==> src/rtl/fmul_pkg.sv <==
// Shared types and constants for the iterative floating-point multiplier.
package fmul_pkg;

   typedef enum logic [1:0] {
      S_IDLE = 2'd0,
      S_MUL  = 2'd1,
      S_NORM = 2'd2,
      S_DONE = 2'd3
   } state_e;

   typedef enum logic [1:0] {
      CLS_ZERO = 2'd0,
      CLS_NORM = 2'd1,
      CLS_INF  = 2'd2,
      CLS_NAN  = 2'd3
   } cls_e;

   function automatic int unsigned exp_bias(input int unsigned exp_w);
      return (32'd1 << (exp_w - 1)) - 32'd1;
   endfunction

   function automatic int unsigned exp_ones(input int unsigned exp_w);
      return (32'd1 << exp_w) - 32'd1;
   endfunction

   // Subnormals (exponent 0) are treated as zero.
   function automatic cls_e classify(input logic exp_zero, input logic exp_all_ones,
                                     input logic man_zero);
      if (exp_zero)          return CLS_ZERO;
      else if (!exp_all_ones) return CLS_NORM;
      else if (man_zero)     return CLS_INF;
      else                   return CLS_NAN;
   endfunction

endpackage

==> src/rtl/fmul_if.sv <==
// Operand/result handshake bundle for fmul_iterative.
interface fmul_if #(
   parameter int unsigned EXP_W = 5,
   parameter int unsigned MAN_W = 10
);
   logic             in_Valid;
   logic             in_Ready;
   logic             in_Sign_1;
   logic             in_Sign_2;
   logic [EXP_W-1:0] in_Exponent_1;
   logic [EXP_W-1:0] in_Exponent_2;
   logic [MAN_W-1:0] in_Mantissa_1;
   logic [MAN_W-1:0] in_Mantissa_2;
   logic             out_Valid;
   logic             out_Ready;
   logic             out_Sign;
   logic [EXP_W-1:0] out_Exponent;
   logic [MAN_W-1:0] out_Mantissa;
   logic             SC_Exponent_Overflow;
   logic             SC_Exponent_Underflow;
   logic             SC_Invalid;

   modport master (
      output in_Valid, in_Sign_1, in_Sign_2, in_Exponent_1, in_Exponent_2,
             in_Mantissa_1, in_Mantissa_2, out_Ready,
      input  in_Ready, out_Valid, out_Sign, out_Exponent, out_Mantissa,
             SC_Exponent_Overflow, SC_Exponent_Underflow, SC_Invalid
   );

   modport slave (
      input  in_Valid, in_Sign_1, in_Sign_2, in_Exponent_1, in_Exponent_2,
             in_Mantissa_1, in_Mantissa_2, out_Ready,
      output in_Ready, out_Valid, out_Sign, out_Exponent, out_Mantissa,
             SC_Exponent_Overflow, SC_Exponent_Underflow, SC_Invalid
   );
endinterface

==> src/rtl/fmul_round_norm.sv <==
// Normalises the raw significand product, rounds to nearest-even and detects range errors.
module fmul_round_norm
   import fmul_pkg::*;
#(
   parameter int unsigned EXP_W = 5,
   parameter int unsigned MAN_W = 10
) (
   input  logic [2*(MAN_W+1)-1:0] prod_i,
   input  logic signed [EXP_W+1:0] exp_i,
   output logic [EXP_W-1:0]       exp_c_o,
   output logic [MAN_W-1:0]       man_c_o,
   output logic                   ovf_c_o,
   output logic                   unf_c_o
);
   localparam int unsigned PRD_W = 2 * (MAN_W + 1);
   localparam int unsigned FRC_W = PRD_W - 1;
   localparam int unsigned EXS_W = EXP_W + 2;
   localparam int unsigned MRW   = MAN_W + 1;
   localparam logic signed [EXS_W-1:0] EXP_MAX  = EXS_W'(exp_ones(EXP_W));
   localparam logic [EXP_W-1:0]        EXP_ONES = EXP_W'(exp_ones(EXP_W));

   logic                    msb;
   logic [FRC_W-1:0]        frac;
   logic [MAN_W-1:0]        man_t;
   logic                    guard;
   logic                    sticky;
   logic                    rnd_up;
   logic [MAN_W:0]          man_r;
   logic signed [EXS_W-1:0] exp_f;

   always_comb begin
      msb     = prod_i[PRD_W-1];
      // Fraction bits below the leading one, left-aligned.
      frac    = msb ? prod_i[PRD_W-2:0] : {prod_i[PRD_W-3:0], 1'b0};
      man_t   = frac[FRC_W-1 -: MAN_W];
      guard   = frac[MAN_W];
      sticky  = |frac[MAN_W-1:0];
      rnd_up  = guard & (sticky | man_t[0]);
      man_r   = {1'b0, man_t} + MRW'(rnd_up);
      exp_f   = exp_i + EXS_W'(msb) + EXS_W'(man_r[MAN_W]);
      exp_c_o = exp_f[EXP_W-1:0];
      man_c_o = man_r[MAN_W-1:0];
      ovf_c_o = 1'b0;
      unf_c_o = 1'b0;
      if (exp_f >= EXP_MAX) begin
         ovf_c_o = 1'b1;
         exp_c_o = EXP_ONES;
         man_c_o = '0;
      end else if (exp_f[EXS_W-1] || (exp_f == '0)) begin
         unf_c_o = 1'b1;
         exp_c_o = '0;
         man_c_o = '0;
      end
   end
endmodule

==> src/rtl/fmul_iterative.sv <==
// Iterative shift-add floating-point multiplier with valid/ready handshakes.
module fmul_iterative
   import fmul_pkg::*;
#(
   parameter int unsigned EXP_W = 5,
   parameter int unsigned MAN_W = 10
) (
   input logic  clk,
   input logic  rst_n,
   fmul_if.slave bus
);
   localparam int unsigned SIG_W = MAN_W + 1;
   localparam int unsigned PRD_W = 2 * SIG_W;
   localparam int unsigned EXS_W = EXP_W + 2;
   localparam int unsigned CNT_W = $clog2(SIG_W + 1);
   localparam logic [EXP_W-1:0]        EXP_ONES = EXP_W'(exp_ones(EXP_W));
   localparam logic signed [EXS_W-1:0] BIAS     = EXS_W'(exp_bias(EXP_W));
   localparam logic [MAN_W-1:0]        QNAN_MAN = {1'b1, {(MAN_W-1){1'b0}}};

   state_e                  state_q, state_d;
   logic                    sign_q, sign_d;
   logic [EXP_W-1:0]        e1_q, e1_d, e2_q, e2_d;
   logic [MAN_W-1:0]        m1_q, m1_d, m2_q, m2_d;
   logic [PRD_W-1:0]        mand_q, mand_d;
   logic [SIG_W-1:0]        mplr_q, mplr_d;
   logic [PRD_W-1:0]        acc_q, acc_d;
   logic [CNT_W-1:0]        cnt_q, cnt_d;
   logic signed [EXS_W-1:0] exp_q, exp_d;
   logic                    in_ready_q, in_ready_d;
   logic                    out_valid_q, out_valid_d;
   logic                    res_sign_q, res_sign_d;
   logic [EXP_W-1:0]        res_exp_q, res_exp_d;
   logic [MAN_W-1:0]        res_man_q, res_man_d;
   logic                    ovf_q, ovf_d, unf_q, unf_d, inv_q, inv_d;

   cls_e                    cls1, cls2;
   logic                    any_nan, any_inf, any_zero;
   logic [EXP_W-1:0]        rn_exp;
   logic [MAN_W-1:0]        rn_man;
   logic                    rn_ovf, rn_unf;

   fmul_round_norm #(.EXP_W(EXP_W), .MAN_W(MAN_W)) u_round_norm (
      .prod_i  (acc_q),
      .exp_i   (exp_q),
      .exp_c_o (rn_exp),
      .man_c_o (rn_man),
      .ovf_c_o (rn_ovf),
      .unf_c_o (rn_unf)
   );

   always_comb begin
      cls1     = classify(bus.in_Exponent_1 == '0, bus.in_Exponent_1 == EXP_ONES,
                          bus.in_Mantissa_1 == '0);
      cls2     = classify(bus.in_Exponent_2 == '0, bus.in_Exponent_2 == EXP_ONES,
                          bus.in_Mantissa_2 == '0);
      any_nan  = (cls1 == CLS_NAN)  || (cls2 == CLS_NAN);
      any_inf  = (cls1 == CLS_INF)  || (cls2 == CLS_INF);
      any_zero = (cls1 == CLS_ZERO) || (cls2 == CLS_ZERO);
   end

   always_ff @(posedge clk or negedge rst_n) begin
      if (!rst_n) begin
         state_q     <= S_IDLE;
         sign_q      <= 1'b0;
         e1_q        <= '0;
         e2_q        <= '0;
         m1_q        <= '0;
         m2_q        <= '0;
         mand_q      <= '0;
         mplr_q      <= '0;
         acc_q       <= '0;
         cnt_q       <= '0;
         exp_q       <= '0;
         in_ready_q  <= 1'b1;
         out_valid_q <= 1'b0;
         res_sign_q  <= 1'b0;
         res_exp_q   <= '0;
         res_man_q   <= '0;
         ovf_q       <= 1'b0;
         unf_q       <= 1'b0;
         inv_q       <= 1'b0;
      end else begin
         state_q     <= state_d;
         sign_q      <= sign_d;
         e1_q        <= e1_d;
         e2_q        <= e2_d;
         m1_q        <= m1_d;
         m2_q        <= m2_d;
         mand_q      <= mand_d;
         mplr_q      <= mplr_d;
         acc_q       <= acc_d;
         cnt_q       <= cnt_d;
         exp_q       <= exp_d;
         in_ready_q  <= in_ready_d;
         out_valid_q <= out_valid_d;
         res_sign_q  <= res_sign_d;
         res_exp_q   <= res_exp_d;
         res_man_q   <= res_man_d;
         ovf_q       <= ovf_d;
         unf_q       <= unf_d;
         inv_q       <= inv_d;
      end
   end

   always_comb begin
      state_d    = state_q;
      sign_d     = sign_q;
      e1_d       = e1_q;
      e2_d       = e2_q;
      m1_d       = m1_q;
      m2_d       = m2_q;
      mand_d     = mand_q;
      mplr_d     = mplr_q;
      acc_d      = acc_q;
      cnt_d      = cnt_q;
      exp_d      = exp_q;
      res_sign_d = res_sign_q;
      res_exp_d  = res_exp_q;
      res_man_d  = res_man_q;
      ovf_d      = ovf_q;
      unf_d      = unf_q;
      inv_d      = inv_q;

      unique case (state_q)
         S_IDLE: begin
            if (bus.in_Valid) begin
               sign_d = bus.in_Sign_1 ^ bus.in_Sign_2;
               e1_d   = bus.in_Exponent_1;
               e2_d   = bus.in_Exponent_2;
               m1_d   = bus.in_Mantissa_1;
               m2_d   = bus.in_Mantissa_2;
               cnt_d  = '0;
               acc_d  = '0;
               if (!any_nan && !any_inf && !any_zero) begin
                  state_d = S_MUL;
               end else begin
                  // Special operands bypass the datapath entirely.
                  state_d    = S_DONE;
                  ovf_d      = 1'b0;
                  unf_d      = 1'b0;
                  inv_d      = 1'b0;
                  res_sign_d = bus.in_Sign_1 ^ bus.in_Sign_2;
                  res_exp_d  = '0;
                  res_man_d  = '0;
                  if (any_nan || (any_inf && any_zero)) begin
                     res_sign_d = 1'b0;
                     res_exp_d  = EXP_ONES;
                     res_man_d  = QNAN_MAN;
                     inv_d      = !any_nan;
                  end else if (any_inf) begin
                     res_exp_d  = EXP_ONES;
                  end
               end
            end
         end
         S_MUL: begin
            // Count 0 builds the significands and exponent sum; counts 1..SIG_W add one partial product each.
            if (cnt_q == '0) begin
               mand_d = PRD_W'({1'b1, m1_q});
               mplr_d = {1'b1, m2_q};
               acc_d  = '0;
               exp_d  = $signed({2'b00, e1_q}) + $signed({2'b00, e2_q}) - BIAS;
            end else begin
               if (mplr_q[0]) acc_d = acc_q + mand_q;
               mand_d = mand_q << 1;
               mplr_d = mplr_q >> 1;
            end
            cnt_d = cnt_q + CNT_W'(1);
            if (cnt_q == CNT_W'(SIG_W)) state_d = S_NORM;
         end
         S_NORM: begin
            state_d    = S_DONE;
            res_sign_d = rn_ovf || !rn_unf ? sign_q : sign_q;
            res_exp_d  = rn_exp;
            res_man_d  = rn_man;
            ovf_d      = rn_ovf;
            unf_d      = rn_unf;
            inv_d      = 1'b0;
         end
         S_DONE: begin
            if (bus.out_Ready) state_d = S_IDLE;
         end
         default: state_d = S_IDLE;
      endcase

      in_ready_d  = (state_d == S_IDLE);
      out_valid_d = (state_d == S_DONE);
   end

   assign bus.in_Ready              = in_ready_q;
   assign bus.out_Valid             = out_valid_q;
   assign bus.out_Sign              = res_sign_q;
   assign bus.out_Exponent          = res_exp_q;
   assign bus.out_Mantissa          = res_man_q;
   assign bus.SC_Exponent_Overflow  = ovf_q;
   assign bus.SC_Exponent_Underflow = unf_q;
   assign bus.SC_Invalid            = inv_q;
endmodule

==> src/flat_wrapper.sv <==
// flat-port wrapper written by rule: the top's interface ports become plain ports
module fmul_iterative_flat import fmul_pkg::*;
#(
   parameter int unsigned EXP_W = 5,
   parameter int unsigned MAN_W = 10
)
  (clk, rst_n, bus_in_Valid, bus_in_Sign_1, bus_in_Sign_2, bus_in_Exponent_1, bus_in_Exponent_2, bus_in_Mantissa_1, bus_in_Mantissa_2, bus_out_Ready, bus_in_Ready, bus_out_Valid, bus_out_Sign, bus_out_Exponent, bus_out_Mantissa, bus_SC_Exponent_Overflow, bus_SC_Exponent_Underflow, bus_SC_Invalid);
  fmul_if #(.EXP_W(EXP_W), .MAN_W(MAN_W)) bus_i ();
  input logic clk;
  input logic rst_n;
  input wire logic [$bits(bus_i.in_Valid)-1:0] bus_in_Valid;
  input wire logic [$bits(bus_i.in_Sign_1)-1:0] bus_in_Sign_1;
  input wire logic [$bits(bus_i.in_Sign_2)-1:0] bus_in_Sign_2;
  input wire logic [$bits(bus_i.in_Exponent_1)-1:0] bus_in_Exponent_1;
  input wire logic [$bits(bus_i.in_Exponent_2)-1:0] bus_in_Exponent_2;
  input wire logic [$bits(bus_i.in_Mantissa_1)-1:0] bus_in_Mantissa_1;
  input wire logic [$bits(bus_i.in_Mantissa_2)-1:0] bus_in_Mantissa_2;
  input wire logic [$bits(bus_i.out_Ready)-1:0] bus_out_Ready;
  output wire logic [$bits(bus_i.in_Ready)-1:0] bus_in_Ready;
  output wire logic [$bits(bus_i.out_Valid)-1:0] bus_out_Valid;
  output wire logic [$bits(bus_i.out_Sign)-1:0] bus_out_Sign;
  output wire logic [$bits(bus_i.out_Exponent)-1:0] bus_out_Exponent;
  output wire logic [$bits(bus_i.out_Mantissa)-1:0] bus_out_Mantissa;
  output wire logic [$bits(bus_i.SC_Exponent_Overflow)-1:0] bus_SC_Exponent_Overflow;
  output wire logic [$bits(bus_i.SC_Exponent_Underflow)-1:0] bus_SC_Exponent_Underflow;
  output wire logic [$bits(bus_i.SC_Invalid)-1:0] bus_SC_Invalid;
  assign bus_i.in_Valid = bus_in_Valid;
  assign bus_i.in_Sign_1 = bus_in_Sign_1;
  assign bus_i.in_Sign_2 = bus_in_Sign_2;
  assign bus_i.in_Exponent_1 = bus_in_Exponent_1;
  assign bus_i.in_Exponent_2 = bus_in_Exponent_2;
  assign bus_i.in_Mantissa_1 = bus_in_Mantissa_1;
  assign bus_i.in_Mantissa_2 = bus_in_Mantissa_2;
  assign bus_i.out_Ready = bus_out_Ready;
  assign bus_in_Ready = bus_i.in_Ready;
  assign bus_out_Valid = bus_i.out_Valid;
  assign bus_out_Sign = bus_i.out_Sign;
  assign bus_out_Exponent = bus_i.out_Exponent;
  assign bus_out_Mantissa = bus_i.out_Mantissa;
  assign bus_SC_Exponent_Overflow = bus_i.SC_Exponent_Overflow;
  assign bus_SC_Exponent_Underflow = bus_i.SC_Exponent_Underflow;
  assign bus_SC_Invalid = bus_i.SC_Invalid;
  fmul_iterative #(.EXP_W(EXP_W), .MAN_W(MAN_W)) u_core (.clk(clk), .rst_n(rst_n), .bus(bus_i));
endmodule
==> config.mk <==
export PLATFORM = sky130hd
export DESIGN_NAME = fmul_iterative_flat
export DESIGN_NICKNAME = d
export VERILOG_FILES = /design/src/rtl/fmul_pkg.sv /design/src/rtl/fmul_if.sv /design/src/rtl/fmul_round_norm.sv /design/src/rtl/fmul_iterative.sv /design/src/flat_wrapper.sv
export SDC_FILE = /design/constraint.sdc
export NUM_CORES = 1
export LEC_CHECK = 0
export CAP_MARGIN = 20
export CORE_MARGIN = 1.5
export CORE_UTILIZATION = 53
export DETAILED_ROUTE_END_ITERATION = 8
export GPL_ROUTABILITY_DRIVEN = 0
export PLACE_DENSITY = 0.77
export SYNTH_ARGS = -nofsm -noshare
export SYNTH_HDL_FRONTEND = slang
export SYNTH_SLANG_ARGS = --single-unit
==> constraint.sdc <==
create_clock -name clk -period 3.41 [get_ports clk]
set_input_delay 0.341 -clock clk [delete_from_list [all_inputs] [get_ports clk]]
set_output_delay 0.341 -clock clk [all_outputs]
set_load 0.01 [all_outputs]
Word-level counts from Yosys, hierarchy flattened
Index checks and enable logic that the tools add are counted.
- logic and storage cells: 121
- register bits: 120
- output and inout bits: 21
- reductions and logical operators: 29
- order comparisons: 1
- bitwise gates (word level): 3
- equality and inequality tests: 14
- mux-type cells: 48
- add/sub/neg operators: 7
- operators with widths (kind ; count):
    $mux 22 ; 4
    $mux 10 ; 5
    $pmux 22 s2 ; 1
    $mux 5 ; 6
    $add 22x22->22 ; 1
    $mux 21 ; 1
    $logic_not 10->1 ; 2
    $pmux 10 s2 ; 1
    $mux 2 ; 8
    $add 7x1->7 ; 2
    $eq 2x2->1 const B ; 7
    $mux 1 ; 13
    $add 10x1->11 ; 1
    $mux 11 ; 1
    $eq 5x5->1 const B ; 2
    $logic_not 5->1 ; 2
    $pmux 5 s2 ; 1
    $reduce_or 10->1 ; 1
    $logic_not 2->1 ; 4
    $pmux 1 s2 ; 4
    $pmux 2 s4 ; 1
    $pmux 4 s2 ; 1
    $ge 7x6->1 const B ; 1
    $logic_not 7->1 ; 1
    other kinds (18) ; 31

Logic depth before layout (Yosys ltp)
Gate-level depths: netlist of run 1.
- word-level depth: 13
- gate-level depth with buffers: 19

Modules after synthesis
A second synthesis of run 1 with hierarchy kept.
- cell total of the unflattened synthesis: 826
- area, all modules: 7096.8 um^2
- by module, submodules not included (module ; seq. area each (um^2) ; cells each ; area each (um^2) ; times used):
    fmul_iterative ; 3004.1 ; 710 ; 6237.2 ; 1
    fmul_round_norm ; 0.0 ; 116 ; 859.6 ; 1

Least setup slack after synthesis of run 1
Ideal clock, no wire load.
- kind: reg2reg
- start: reg u_core.acc_q[21]
- end: reg u_core.res_man_q[1] (netlist: u_core.bus.out_Mantissa[1])
- slack: -0.016 ns
- required time: 3.289 ns
- data arrival time: 3.305 ns
- setup time: 0.121 ns
- period minus slack after synthesis: 3.426 ns
- stages on the path, launching flop included: 19
- cells stage by stage: dfrtp_1 -> buf_6 -> buf_6 -> nand2_1 -> a21boi_0 -> ha_1 -> nand3_1 -> nor2_1 -> nand3_1 -> fa_1 -> inv_1 -> ha_1 -> and4_1 -> nand2_1 -> xor2_1 -> and2_1 -> and3_1 -> buf_2 -> a22o_1
- cells in the longest elaborated chain, start to end: 11
- RTL lines (element ; line ; RTL):
    start, declared ; fmul_iterative.sv:26 ; logic [PRD_W-1:0] acc_q, acc_d;
    start signal, assigned ; fmul_iterative.sv:71 ; acc_q <= '0;
    start signal, assigned ; fmul_iterative.sv:91 ; acc_q <= acc_d;
    parallel branches: the longest is 9 deep, another holds $add 10x1->11 ; -- ;
    $mux 10 * ; fmul_round_norm.sv:45 ; if (exp_f >= EXP_MAX) begin
    $pmux 10 s2 * ; fmul_iterative.sv:124 ; unique case (state_q)
    end signal, assigned ; fmul_iterative.sv:98 ; res_man_q <= res_man_d;
    end, declared ; fmul_iterative.sv:33 ; logic [MAN_W-1:0] res_man_q, res_man_d;
Every way passes the cells marked *.
A chain may end at the register's enable or synchronous reset.

Worst setup path after layout of run 1
- start: reg u_core.acc_q[21]
- end: reg u_core.res_exp_q[3] (netlist: u_core.bus.out_Exponent[3])
- cells in the longest elaborated chain, start to end: 11
- RTL lines (element ; line ; RTL):
    $mux 21 ; fmul_round_norm.sv:34 ; frac = msb ? prod_i[PRD_W-2:0] : {prod_i[PRD_W-3:0], 1'b0};
    $reduce_or 10->1 ; fmul_round_norm.sv:37 ; sticky = |frac[MAN_W-1:0];
    $or 1x1->1 ; fmul_round_norm.sv:38 ; rnd_up = guard & (sticky | man_t[0]);
    $and 1x1->1 ; fmul_round_norm.sv:38 ;
    $add 10x1->11 ; fmul_round_norm.sv:39 ; man_r = {1'b0, man_t} + MRW'(rnd_up);
    $add 7x1->7 * ; fmul_round_norm.sv:40 ; exp_f = exp_i + EXS_W'(msb) + EXS_W'(man_r[MAN_W]);
    parallel branches: the longest is 3 deep, another holds $ge 7x6->1 ; -- ;
    $mux 5 * ; fmul_round_norm.sv:45 ;
    $pmux 5 s2 * ; fmul_iterative.sv:124 ;
    end signal, assigned ; fmul_iterative.sv:97 ; res_exp_q <= res_exp_d;
    end, declared ; fmul_iterative.sv:32 ; logic [EXP_W-1:0] res_exp_q, res_exp_d;
Marked as above.

==> metrics.txt, run 1 <==
status complete, no violations; post-DP HPWL 10630 microns; vias in the first global route 5198; most used cell, CP nand2_1; per-cell routed wire length 16.73 microns; period utilization 92.05%; Layout Cells excl Fill 882; Syn. warnings 0; Port Buffer Count 56; Vias 5216; # rows 40; largest family of logic cells by synthesized area compound AO/OA/AOI/OAI gates; Async SR Flop Fraction 100.0%; setup violators final 0; Synth Area in Compound Gates 19.35%; sw frac 38.53%; library cells used by synthesis 62; P&R area growth vs syn 21.86%; power share of the clock group 22.7%; Worst Setup Start Kind flip-flop; CP Capture Type flip-flop; final setup margin 271.1 ps; worst skew pair latency 430 ps; register area share after synthesis 45.67%; fillcell total 901; GR Util met1 30.98%; Synth Area in Simple Gates 12.46%; DRT Pass-1 Iters 6; CTS Buf Count 17; largest net degree at the start of global routing 76; first-pass GRT wire length 24970 microns; Setup crit end u_core.bus.out_Exponent[3]; Max Cap Viol 0; internal power 4.756 mW; max incr delay on CP 420 ps; actual slew at the worst max-slew pin 945.4 ps; CTS root buf clkbuf_16; RR Startpoint u_core.acc_q[21]; DRC violations left 0; gr usage total 24.44%; Global Route met3 Usage 5.717%; drt via density 5.914; Post-Route Skew 12.67 ps; RSZ-0062 raised after global routing false; die width 114.4 microns; Critical Path RT 3770 ps; Most Crowded Layer GR met2; Antenna diodes 0; worst setup path class flip-flop to flip-flop; Peak VDD IR 533.6 uV; Peak Freq 0.3186 GHz; Net Sw Power 2.981 mW; EDFF count, synth 0; R2R depth 16; worst r2r dst u_core.bus.out_Exponent[3]; multiplexer area fraction after synthesis 6.277%; Seq pwr share 33.3%; Top FF cell, synth dfrtp_1; Detailed Route Iter0 Violations 429; syn avg cell area 10.29 sq um; worst path cell trace nand2b_1 -> a21boi_2 -> ha_2 -> nand3_2 -> nor2_4 -> nand3_1 -> fa_2 -> inv_1 -> ha_4 -> and4_1 -> nand2_1 -> xor2_2 -> buf_4 -> nand2_1 -> o221ai_4 -> o22a_1; clock transition at the registers of the reported paths 50 ps; Synth Area in XOR/XNOR 5.459%; Total Routed Length 14760 microns; crit path DAT 3500 ps; Slowest cell on crit path dfrtp_1; post-route ant nets 0; TritonCTS sink count 120; Ports 57; share of post-route cells with drive strength above 1 15.69%; Worst R2R Setup Slack 270 ps; Core Region 12060 sq um; H-tree lvl count 4; Slew Limit Headroom 36.97%; Syn Std Cell Area 6578 sq um; CP Max Fanout 7; final hold vios 0; Placed Cells 849; DIE AREA 13090 sq um; Mapped Cells 639; Place WS -99.02 ps; Longest Clk Path Bufs 2; GR Util met2 40.04%; Final Slew Violations 0; HP Class input pin to asynchronous set/reset pin; Leak Pwr 3.626 nW; Final Critical Period 3139 ps; Setup crit start u_core.acc_q[21]; TritonCTS clock tree yes; grt total ovfl 0; pwr dens 965.2 nW/um^2; syn_nets 709; Gate power share 44.0%; Chip Height 114.4 microns; Initial Utilization 54.53%; Yosys reg bits 120; initial antenna violation count 0; Post-Synth Adder-Cell Area 6.810%; Layout Nets 772; hold buffers post-CTS 0
==> cells in the mapped netlist (6+ instances only) <==
library cell  number  share of area [%]
o21bai_1           6               0.68
a22o_1            22                2.9
buf_2              7               0.53
nand2b_1           9               0.86
o21ai_0           39                3.0
a21o_1            12                1.4
inv_1             31                1.8
xnor2_1           23                3.1
o22a_1             6               0.80
xor2_1            18                2.4
mux2_2            34                5.8
nand2_1           66                3.8
ha_1              31                5.9
a21oi_1           32                2.4
nand3_1           17                1.3
a222oi_1          19                2.9
nor2_1            29                1.7
dfrtp_1          119                 45
clkbuf_1          21                1.2
==> repair_timing <==
action | CTS | global route
hold endpoints to repair | 0 | 0
buffers inserted | 0 | 1
pin swaps | 0 | 4
gates cloned | 0 | 1
endpoints found under the setup margin | 6 | 17
resized for setup | 2 | 11
==> power groups by stage <==
stage	sequential, mW	clock [mW]	combinational (mW)
floorplan	2.45	0	2.44
global placement	2.54	0	3.18
detailed placement	2.58	0	3.34
CTS	2.56	1.79	3.36
global route	2.66	1.85	3.76
finish	2.57	1.76	3.40
==> routing by layer <==
metal	vias up	wire, microns
met3	32	680
li1	2456	-
met2	150	7397
met5	-	0
met4	0	283
met1	2578	6395
==> logic make-up (layout without fill, tap and decap cells) <==
family / count (synthesis) / after routing
flops: 120 / 120
fa+ha+maj: 34 / 34
buf+inv: 63 / 137
mux: 37 / 37
simple gates: 167 / 168
compound gates: 177 / 177
xor+xnor: 41 / 41
==> critical path, delay by kind of cell (launching register included) <==
| family | cells | cell delay, ps |
|---|---|---|
| buffers and inverters | 2 | 240 |
| adder cells (fa/ha/maj) | 3 | 720 |
| AO/OA/AOI/OAI | 3 | 600 |
| flip-flops | 1 | 420 |
| AND/OR/NAND/NOR | 7 | 940 |
| XOR/XNOR | 1 | 160 |
==> registers in the layout, summed over array words and instances (netlist names) <==
| signal | flops |
|---|---|
| u_core.acc_q | 22 |
| u_core.bus.SC_Exponent_Overflow | 1 |
| u_core.bus.SC_Exponent_Underflow | 1 |
| u_core.bus.SC_Invalid | 1 |
| u_core.bus.in_Ready | 1 |
| u_core.bus.out_Exponent | 5 |
| u_core.bus.out_Mantissa | 10 |
| u_core.bus.out_Sign | 1 |
| u_core.bus.out_Valid | 1 |
| u_core.cnt_q | 4 |
| u_core.e1_q | 5 |
| u_core.e2_q | 5 |
| u_core.exp_q | 7 |
| u_core.m1_q | 10 |
| u_core.m2_q | 10 |
| u_core.mand_q | 22 |
| u_core.mplr_q | 11 |
| u_core.sign_q | 1 |
| u_core.state_q | 2 |
==> layout make-up <==
class	count	area [sq um]	area share (%)
flip-flops and latches	120	3004	37.48
repair buffers	75	713.2	8.898
well taps	168	210.2	2.623
clock buffers	23	488.0	6.088
clock inverters	8	95.09	1.186
multi-input cells	457	3388	42.27
inverters	31	116.4	1.452
==> cells in the final DEF (no fill, tap or decap), types with 9 or more instances in the layout <==
cell             instances
inv_1                   31
o21ai_0                 39
a21o_1                  12
nand2b_1                 9
a22o_1                  22
clkdlybuf4s50_1         55
nand3_1                 16
buf_4                   19
a222oi_1                19
mux2_2                  34
clkbuf_16               17
nor2_1                  27
a21oi_1                 32
ha_1                    29
xor2_1                  17
nand2_1                 66
dfrtp_1                119
xnor2_1                 23
==> metrics by stage <==
step | power [mW] | util, % | setup TNS, ps | hold slack (ps) | cell area, sq um
after global placement | 5.720 | 61.02 | 0 | 455.4 | 7360
after floorplan | 4.889 | - | 0 | 45.41 | 6580
final | 7.736 | 66.45 | 0 | 52.44 | 8015
after detailed placement | 5.912 | 61.02 | -176.0 | 465.0 | 7360
after CTS | 7.714 | 65.89 | 0 | 89.60 | 7948
after global routing | 8.271 | 66.45 | 0 | 134.0 | 8015
==> worst min-delay path by stage <==
stage                                  endpoint  cells after the start             startpoint  slack (ps)
after floorplan                 u_core.acc_q[0]                      0                  rst_n          50
after global placement    u_core.bus.SC_Invalid                      2  u_core.bus.SC_Invalid         460
after detailed placement  u_core.bus.SC_Invalid                      2  u_core.bus.SC_Invalid         470
after CTS                     u_core.mand_q[18]                      1                  rst_n          90
after global routing          u_core.mand_q[18]                      1                  rst_n         130
final                         u_core.mand_q[21]                      1                  rst_n          50
No activity file was read; power rests on OpenSTA's default activity.
==> run 2, diff against run 1 <==
--- a/config.mk
+++ b/config.mk
@@ -5,6 +5,7 @@
 export SDC_FILE = /design/constraint.sdc
 export NUM_CORES = 1
 export LEC_CHECK = 0
+export ABC_AREA = 1
 export CAP_MARGIN = 20
 export CORE_MARGIN = 1.5
 export CORE_UTILIZATION = 53
==> metrics.txt, run 2 <==
Top FF cell, synth dfrtp_1; HP Class input pin to asynchronous set/reset pin; top-count cell post-synth nand2_1; Synth Area in XOR/XNOR 1.126% (-4.3 points); gr usage total 24.55% (+0.10 points); period utilization 94.88% (+2.8 points); grt total ovfl 0 (unchanged); # rows 41 (+2.5%); Antenna diodes 0 (unchanged); worst path cell trace buf_4 -> o21ai_0 -> nand2_1 -> nor2_2 -> nand3_1 -> fa_2 -> inv_2 -> ha_2 -> inv_1 -> nand2_1 -> a21oi_1 -> nand3_1 -> o21ai_2 -> nor2_4 -> buf_4 -> buf_4 -> nand3_1 -> nand2_1; syn_nets 1023 (+44%); commonest non-fill, non-tap cell in the layout nand2_1; crit path DAT 3540 ps (+40 ps); Synth Area in Compound Gates 11.39% (-8.0 points); Tot Pwr 7.353 mW (-5.0%); Final Slew Violations 0 (unchanged); Slowest cell on crit path dfrtp_2; status finished with violations; final hold vios 3 (+3); Peak Freq 0.3091 GHz (-3.0%); Initial Utilization 54.78% (+0.25 points); H-tree lvl count 4 (unchanged); Core Region 12770 sq um (+5.9%); worst setup path class flip-flop to flip-flop; CP Max Fanout 12 (+5); Async SR Flop Fraction 100.0% (unchanged); internal power 4.288 mW (-9.8%); Net Sw Power 3.065 mW (+2.8%); Chip Height 117.9 microns (+3.1%); clock transition at the registers of the reported paths 60 ps (about the same); register area share after synthesis 42.93% (-2.7 points); Post-Route Skew 6.688 ps (-5.980 ps); share of post-route cells with drive strength above 1 8.092% (-7.6 points); vias in the first global route 5900 (+14%); Slew Limit Headroom 49.15% (+12 points); violated checks hold timing; top-area cell type share of the netlist area 42.55% (-2.7 points); per-cell routed wire length 13.43 microns (-20%); Reg area 3005 sq um (about the same); Max Cap Viol 0 (unchanged); Gate power share 42.8% (-1.2 points); actual slew at the worst max-slew pin 762.7 ps (-182.7 ps); Worst Setup Start Kind flip-flop; dominant cells by area after synthesis dfrtp_1 (43%), nand2_1 (18%), nand3_1 (6.4%), inv_1 (6.0%), ha_1 (5.5%); post-DP HPWL 11710 microns (+10%); final hold slack -6.111 ps (-58.55 ps); Syn. warnings 0 (unchanged); top cell type by total area after synthesis dfrtp_1; Leak Pwr 4.305 nW (+19%); Regs by FF count u_core.acc_q x22, u_core.mand_q x22, u_core.mplr_q x11; first-pass GRT wire length 27610 microns (+11%); max incr delay on CP 450 ps (+30 ps); worst skew pair latency 420 ps (about the same); hold buffers post-CTS 0 (unchanged); setup violators final 0 (unchanged); Syn Std Cell Area 6998 sq um (+6.4%); Detailed Route Iter0 Violations 532 (+24%); largest net degree at the start of global routing 64 (-16%); Critical Path RT 3720 ps (-50 ps); Synth Area in Simple Gates 30.32% (+18 points); Yosys reg bits 120 (unchanged); Port Buffer Count 56 (unchanged); power share of the clock group 24.2% (+1.5 points); multiplexer area fraction after synthesis 0% (-6.3 points); post-route ant nets 0 (unchanged); DIE AREA 13900 sq um (+6.2%); setup tns final 0 ps (unchanged); most frequent cells in the layout nand2_1 (328), dfrtp_1 (118), inv_1 (110), nand3_1 (89), clkdlybuf4s50_1 (55); area of the multi-input gates 3490 sq um (+3.0%); TritonCTS clock tree yes; TritonCTS sink count 120 (unchanged); fillcell total 1071 (+19%); largest family of logic cells by synthesized area simple AND/OR/NAND/NOR gates; Total Routed Length 16250 microns (+10%); P&R area growth vs syn 20.92%; EDFF count, synth 0 (unchanged); Ports 57 (unchanged); Longest Clk Path Bufs 2 (unchanged); CP Capture Type flip-flop; syn avg cell area 7.343 sq um (-29%); drt via density 5.309 (-10%); sw frac 41.69% (+3.2 points); DRT Pass-1 Iters 5 (-1); Mapped Cells 953 (+49%); Post-Synth Adder-Cell Area 6.401% (-0.41 points); family with the most delay on the worst path simple AND/OR/NAND/NOR gates; DRC violations left 0 (unchanged); CTS Buf Count 17 (unchanged); Seq pwr share 33.0% (-0.3 points); library cells used by synthesis 37 (-40%); die width 117.9 microns (+3.1%); initial antenna violation count 0 (unchanged); Vias 6424 (+23%); pwr dens 868.9 nW/um^2 (-10%); Final Critical Period 3236 ps (+96.62 ps); Peak VDD IR 500.6 uV (-6.2%); Layout Nets 1095 (+42%); CTS root buf clkbuf_16; WP buf/inv 5 (+3); Post-synth top cells nand2_1 (331), dfrtp_1 (119), inv_1 (111), nand3_1 (90)
[run 2: cell types whose count changed in the layout (fill, tap and decap cells not counted), moves of 14 or more]
| cell | before | now |
|---|---|---|
| o22ai_1 | 0 | 14 |
| nor2_1 | 27 | 46 |
| a222oi_1 | 19 | 0 |
| xnor2_1 | 23 | 4 |
| a22o_1 | 22 | 0 |
| nand2_1 | 66 | 328 |
| mux2_2 | 34 | 0 |
| inv_1 | 31 | 110 |
| nand3_1 | 16 | 89 |
[run 2: worst register-to-register path, stage by stage, from the launching register on]
cell,delay [ps]
dfrtp_2,450
buf_4,190
o21ai_0,300
nand2_1,150
nor2_2,170
nand3_1,130
fa_2,350
inv_2,80
ha_2,280
inv_1,70
nand2_1,50
a21oi_1,100
nand3_1,120
o21ai_2,220
nor2_4,90
buf_4,140
buf_4,120
nand3_1,50
nand2_1,50
[run 2: per-layer routing]
layer | up-vias | global-route usage (%) | wire (microns)
li1 | 3251 | - | -
met1 | 2977 | 32.87 | 7625
met2 | 170 | 39.29 | 7572
met3 | 26 | 4.554 | 712
met4 | 0 | 10.21 | 334
met5 | - | 0 | 0
[run 2: area by class of cell]
type	count	area share, %
multi-input cells	691	41.24
flip-flops and latches	120	35.52
repair buffers	75	8.443
inverters	120	5.323
clock buffers	18	5.190
well taps	172	2.543
clock inverters	14	1.745
[run 2: path summary, 6_finish.rpt]
check,end,start,cells after the start,slack (ps)
max in group asynchronous,u_core.acc_q[9],rst_n,2,2640
max reg2reg,u_core.bus.out_Mantissa[0],u_core.acc_q[21],18,170
min in group clk,u_core.m2_q[3],u_core.m2_q[3],2,480
min reg2reg,u_core.m2_q[3],u_core.m2_q[3],2,480
max,u_core.bus.out_Mantissa[0],u_core.acc_q[21],18,170
min,u_core.acc_q[14],rst_n,1,-6
[run 2: what timing repair did]
action                                  in CTS  in global routing
gates cloned                                 0                  0
endpoints found under the setup margin       3                 16
gates resized for setup                      1                 15
pin swaps                                    0                  4
buffers inserted                             0                 11
[run 2: stage by stage]
stage               hold WS, ps  cell area [sq um]  setup WS (ps)  instances  utilization, %
floorplan                 45.41               6998          354.8        953               -
global route              62.42               8462         -56.41       1210           66.25
finish                   -6.111               8462          174.4       1210           66.25
CTS                       17.01               8341          60.42       1199           65.30
detailed placement        462.6               7749          19.88       1167           60.66
global placement          460.5               7749          135.2       1167           60.66
[run 2: cell families (layout without fill, tap and decap cells)]
group	Yosys count	count (layout)
buf+inv	142	227
compound gates	142	142
xor+xnor	9	9
flops	120	120
fa+ha+maj	34	34
simple gates	506	506
[run 2: power groups by stage]
stage / Combinational, mW / Sequential (mW) / Clock, mW
2_1_floorplan: 2.21 / 2.37 / 0
3_3_place_gp: 3.02 / 2.42 / 0
3_5_place_dp: 3.06 / 2.43 / 0
4_1_cts: 3.09 / 2.42 / 1.80
5_1_grt: 3.58 / 2.50 / 1.86
6_report: 3.14 / 2.43 / 1.78
==> run 3, diff against run 2 <==
--- a/config.mk
+++ b/config.mk
@@ -8,10 +8,11 @@
 export ABC_AREA = 1
 export CAP_MARGIN = 20
 export CORE_MARGIN = 1.5
-export CORE_UTILIZATION = 53
+export CORE_UTILIZATION = 59
 export DETAILED_ROUTE_END_ITERATION = 8
 export GPL_ROUTABILITY_DRIVEN = 0
-export PLACE_DENSITY = 0.77
+export PLACE_DENSITY = 0.81
+export SETUP_SLACK_MARGIN = 0.4
 export SYNTH_ARGS = -nofsm -noshare
 export SYNTH_HDL_FRONTEND = slang
 export SYNTH_SLANG_ARGS = --single-unit
==> constraint.sdc (replaced) <==
create_clock -name clk -period 3.55 [get_ports clk]
set_input_delay 0.355 -clock clk [delete_from_list [all_inputs] [get_ports clk]]
set_output_delay 0.355 -clock clk [all_outputs]
set_load 0.01 [all_outputs]
==> metrics.txt, run 3 (synthesis results as in run 2) <==
Worst R2R Setup Slack 460 ps (+280 ps); setup tns final 0 ps (unchanged); hold buffers post-CTS 0 (unchanged); Leak Pwr 4.334 nW (+0.68%); per-cell routed wire length 14.45 microns (+7.6%); DRT Pass-1 Iters 7 (+2); die width 111.9 microns (-5.1%); Antenna diodes 0 (unchanged); Peak Freq 0.3236 GHz (+4.7%); share of post-route cells with drive strength above 1 9.721% (+1.6 points); violated checks DRC, hold timing; most frequent cells in the layout nand2_1 (321), dfrtp_1 (118), inv_1 (106), nand3_1 (86), clkdlybuf4s50_1 (55); CP Max Fanout 6 (-6); Vias 6516 (+1.4%); TritonCTS clock tree yes; Final Critical Period 3091 ps (-144.9 ps); grt total ovfl 0 (unchanged); # rows 39 (-4.9%); CTS Buf Count 17 (unchanged); Slew Limit Headroom 47.15% (-2.0 points); Initial Utilization 60.77% (+6.0 points); gr usage total 28.73% (+4.2 points); Final Slew Violations 0 (unchanged); CP Capture Type flip-flop; RSZ-0062 raised after global routing false; drt via density 5.513 (+3.8%); H-tree lvl count 4 (unchanged); largest net degree at the start of global routing 63 (-1.6%); DRC violations left 8 (+8); final hold slack -9.729 ps (-3.618 ps); Peak VDD IR 476.4 uV (-4.8%); P&R area growth vs syn 22.28%; crit path DAT 3450 ps (-90 ps); Ports 57 (unchanged); TritonCTS sink count 120 (unchanged); Worst Setup Start Kind flip-flop; HP Class input pin to asynchronous set/reset pin; vias in the first global route 6219 (+5.4%); Layout Nets 1096 (+0.091%); GR Util met1 37.20% (+4.3 points); Max Cap Viol 0 (unchanged); GR Util met2 47.04% (+7.7 points); CTS root buf clkbuf_16; Global Route met3 Usage 5.988% (+1.4 points); worst r2r dst u_core.bus.out_Exponent[2]; Detailed Route Iter0 Violations 424 (-20%); Longest Clk Path Bufs 2 (unchanged); fillcell total 901 (-16%); setup violators final 0 (unchanged); RR Startpoint u_core.acc_q[21]; first-pass GRT wire length 28700 microns (+4.0%); initial antenna violation count 0 (unchanged); final hold vios 4 (+1); clock transition at the registers of the reported paths 60 ps (about the same); post-DP HPWL 11430 microns (-2.4%); worst skew pair latency 430 ps (about the same); Core Region 11520 sq um (-9.8%); post-route ant nets 0 (unchanged); status finished with violations; Tot Pwr 7.325 mW (-0.38%); Most Crowded Layer GR met2; worst setup path class flip-flop to flip-flop; pwr dens 856.0 nW/um^2 (-1.5%); Critical Path RT 3910 ps (+190 ps); actual slew at the worst max-slew pin 791.8 ps (+29.10 ps); DIE AREA 12520 sq um (-9.9%); Port Buffer Count 56 (unchanged); R2R depth 22 (+4); period utilization 87.06% (-7.8 points); Regs by FF count u_core.acc_q x22, u_core.mand_q x22, u_core.mplr_q x11; Post-Route Skew 10.00 ps (+3.317 ps); Chip Height 111.9 microns (-5.1%); Total Routed Length 17080 microns (+5.1%); commonest non-fill, non-tap cell in the layout nand2_1
run 3: final cells by class:
type	instances	area [sq um]	share of cell area, %
multi-input cells	691	3576	41.79
flip-flops and latches	120	3005	35.12
repair buffers	76	715.7	8.364
inverters	120	455.4	5.322
clock buffers	18	439.2	5.132
clock inverters	14	186.4	2.179
well taps	143	178.9	2.091
run 3: what timing repair did:
action,4_1_cts,5_1_grt
resized for setup,7,35
gates cloned,0,0
pin swaps,4,18
setup endpoints to repair,16,17
setup buffers,8,4
run 3: where the power goes:
part / switching, mW / total, mW / internal, mW
sequential: 0.425 / 2.36 / 1.93
clock: 0.686 / 1.83 / 1.14
combinational: 1.98 / 3.14 / 1.17
run 3: how the worst max path moves through the flow:
| stage | startpoint | to | slack [ps] |
|---|---|---|---|
| floorplan | u_core.acc_q[21] | u_core.bus.out_Mantissa[9] | 490 |
| global placement | u_core.acc_q[21] | u_core.bus.out_Mantissa[9] | 200 |
| detailed placement | u_core.acc_q[21] | u_core.bus.out_Mantissa[9] | 90 |
| CTS | u_core.acc_q[21] | u_core.bus.out_Mantissa[7] | 400 |
| global route | u_core.acc_q[21] | u_core.bus.out_Mantissa[7] | 290 |
| finish | u_core.acc_q[21] | u_core.bus.out_Exponent[2] | 460 |
run 3: layer usage:
metal,vias up,wire (microns)
met5,-,0
met4,0,473
met3,36,741
met2,188,8349
met1,3036,7512
li1,3256,-
run 3: worst max-delay path, stage by stage, from the launching register on:
cell	delay [ps]
dfrtp_2	440
inv_4	100
nand2_2	50
nand2_2	70
nand2_2	70
inv_2	50
ha_2	160
inv_2	40
nor2_2	90
nand2_1	90
inv_2	90
nand3_4	70
fa_2	380
inv_4	90
ha_4	150
nand3_2	120
nor2_4	180
nand3_4	100
a21oi_4	270
nand3b_1	140
nand3_1	120
nand2_1	70
nand2_1	60
run 3: through the flow:
step / instance area [sq um] / util [%] / cells / setup WS, ps
detailed placement: 7700 / 66.86 / 1138 / 88.05
CTS: 8408 / 73.01 / 1178 / 400.3
floorplan: 6998 / - / 953 / 494.8
finish: 8557 / 74.30 / 1182 / 459.3
global route: 8557 / 74.30 / 1182 / 287.7
global placement: 7700 / 66.86 / 1138 / 196.8
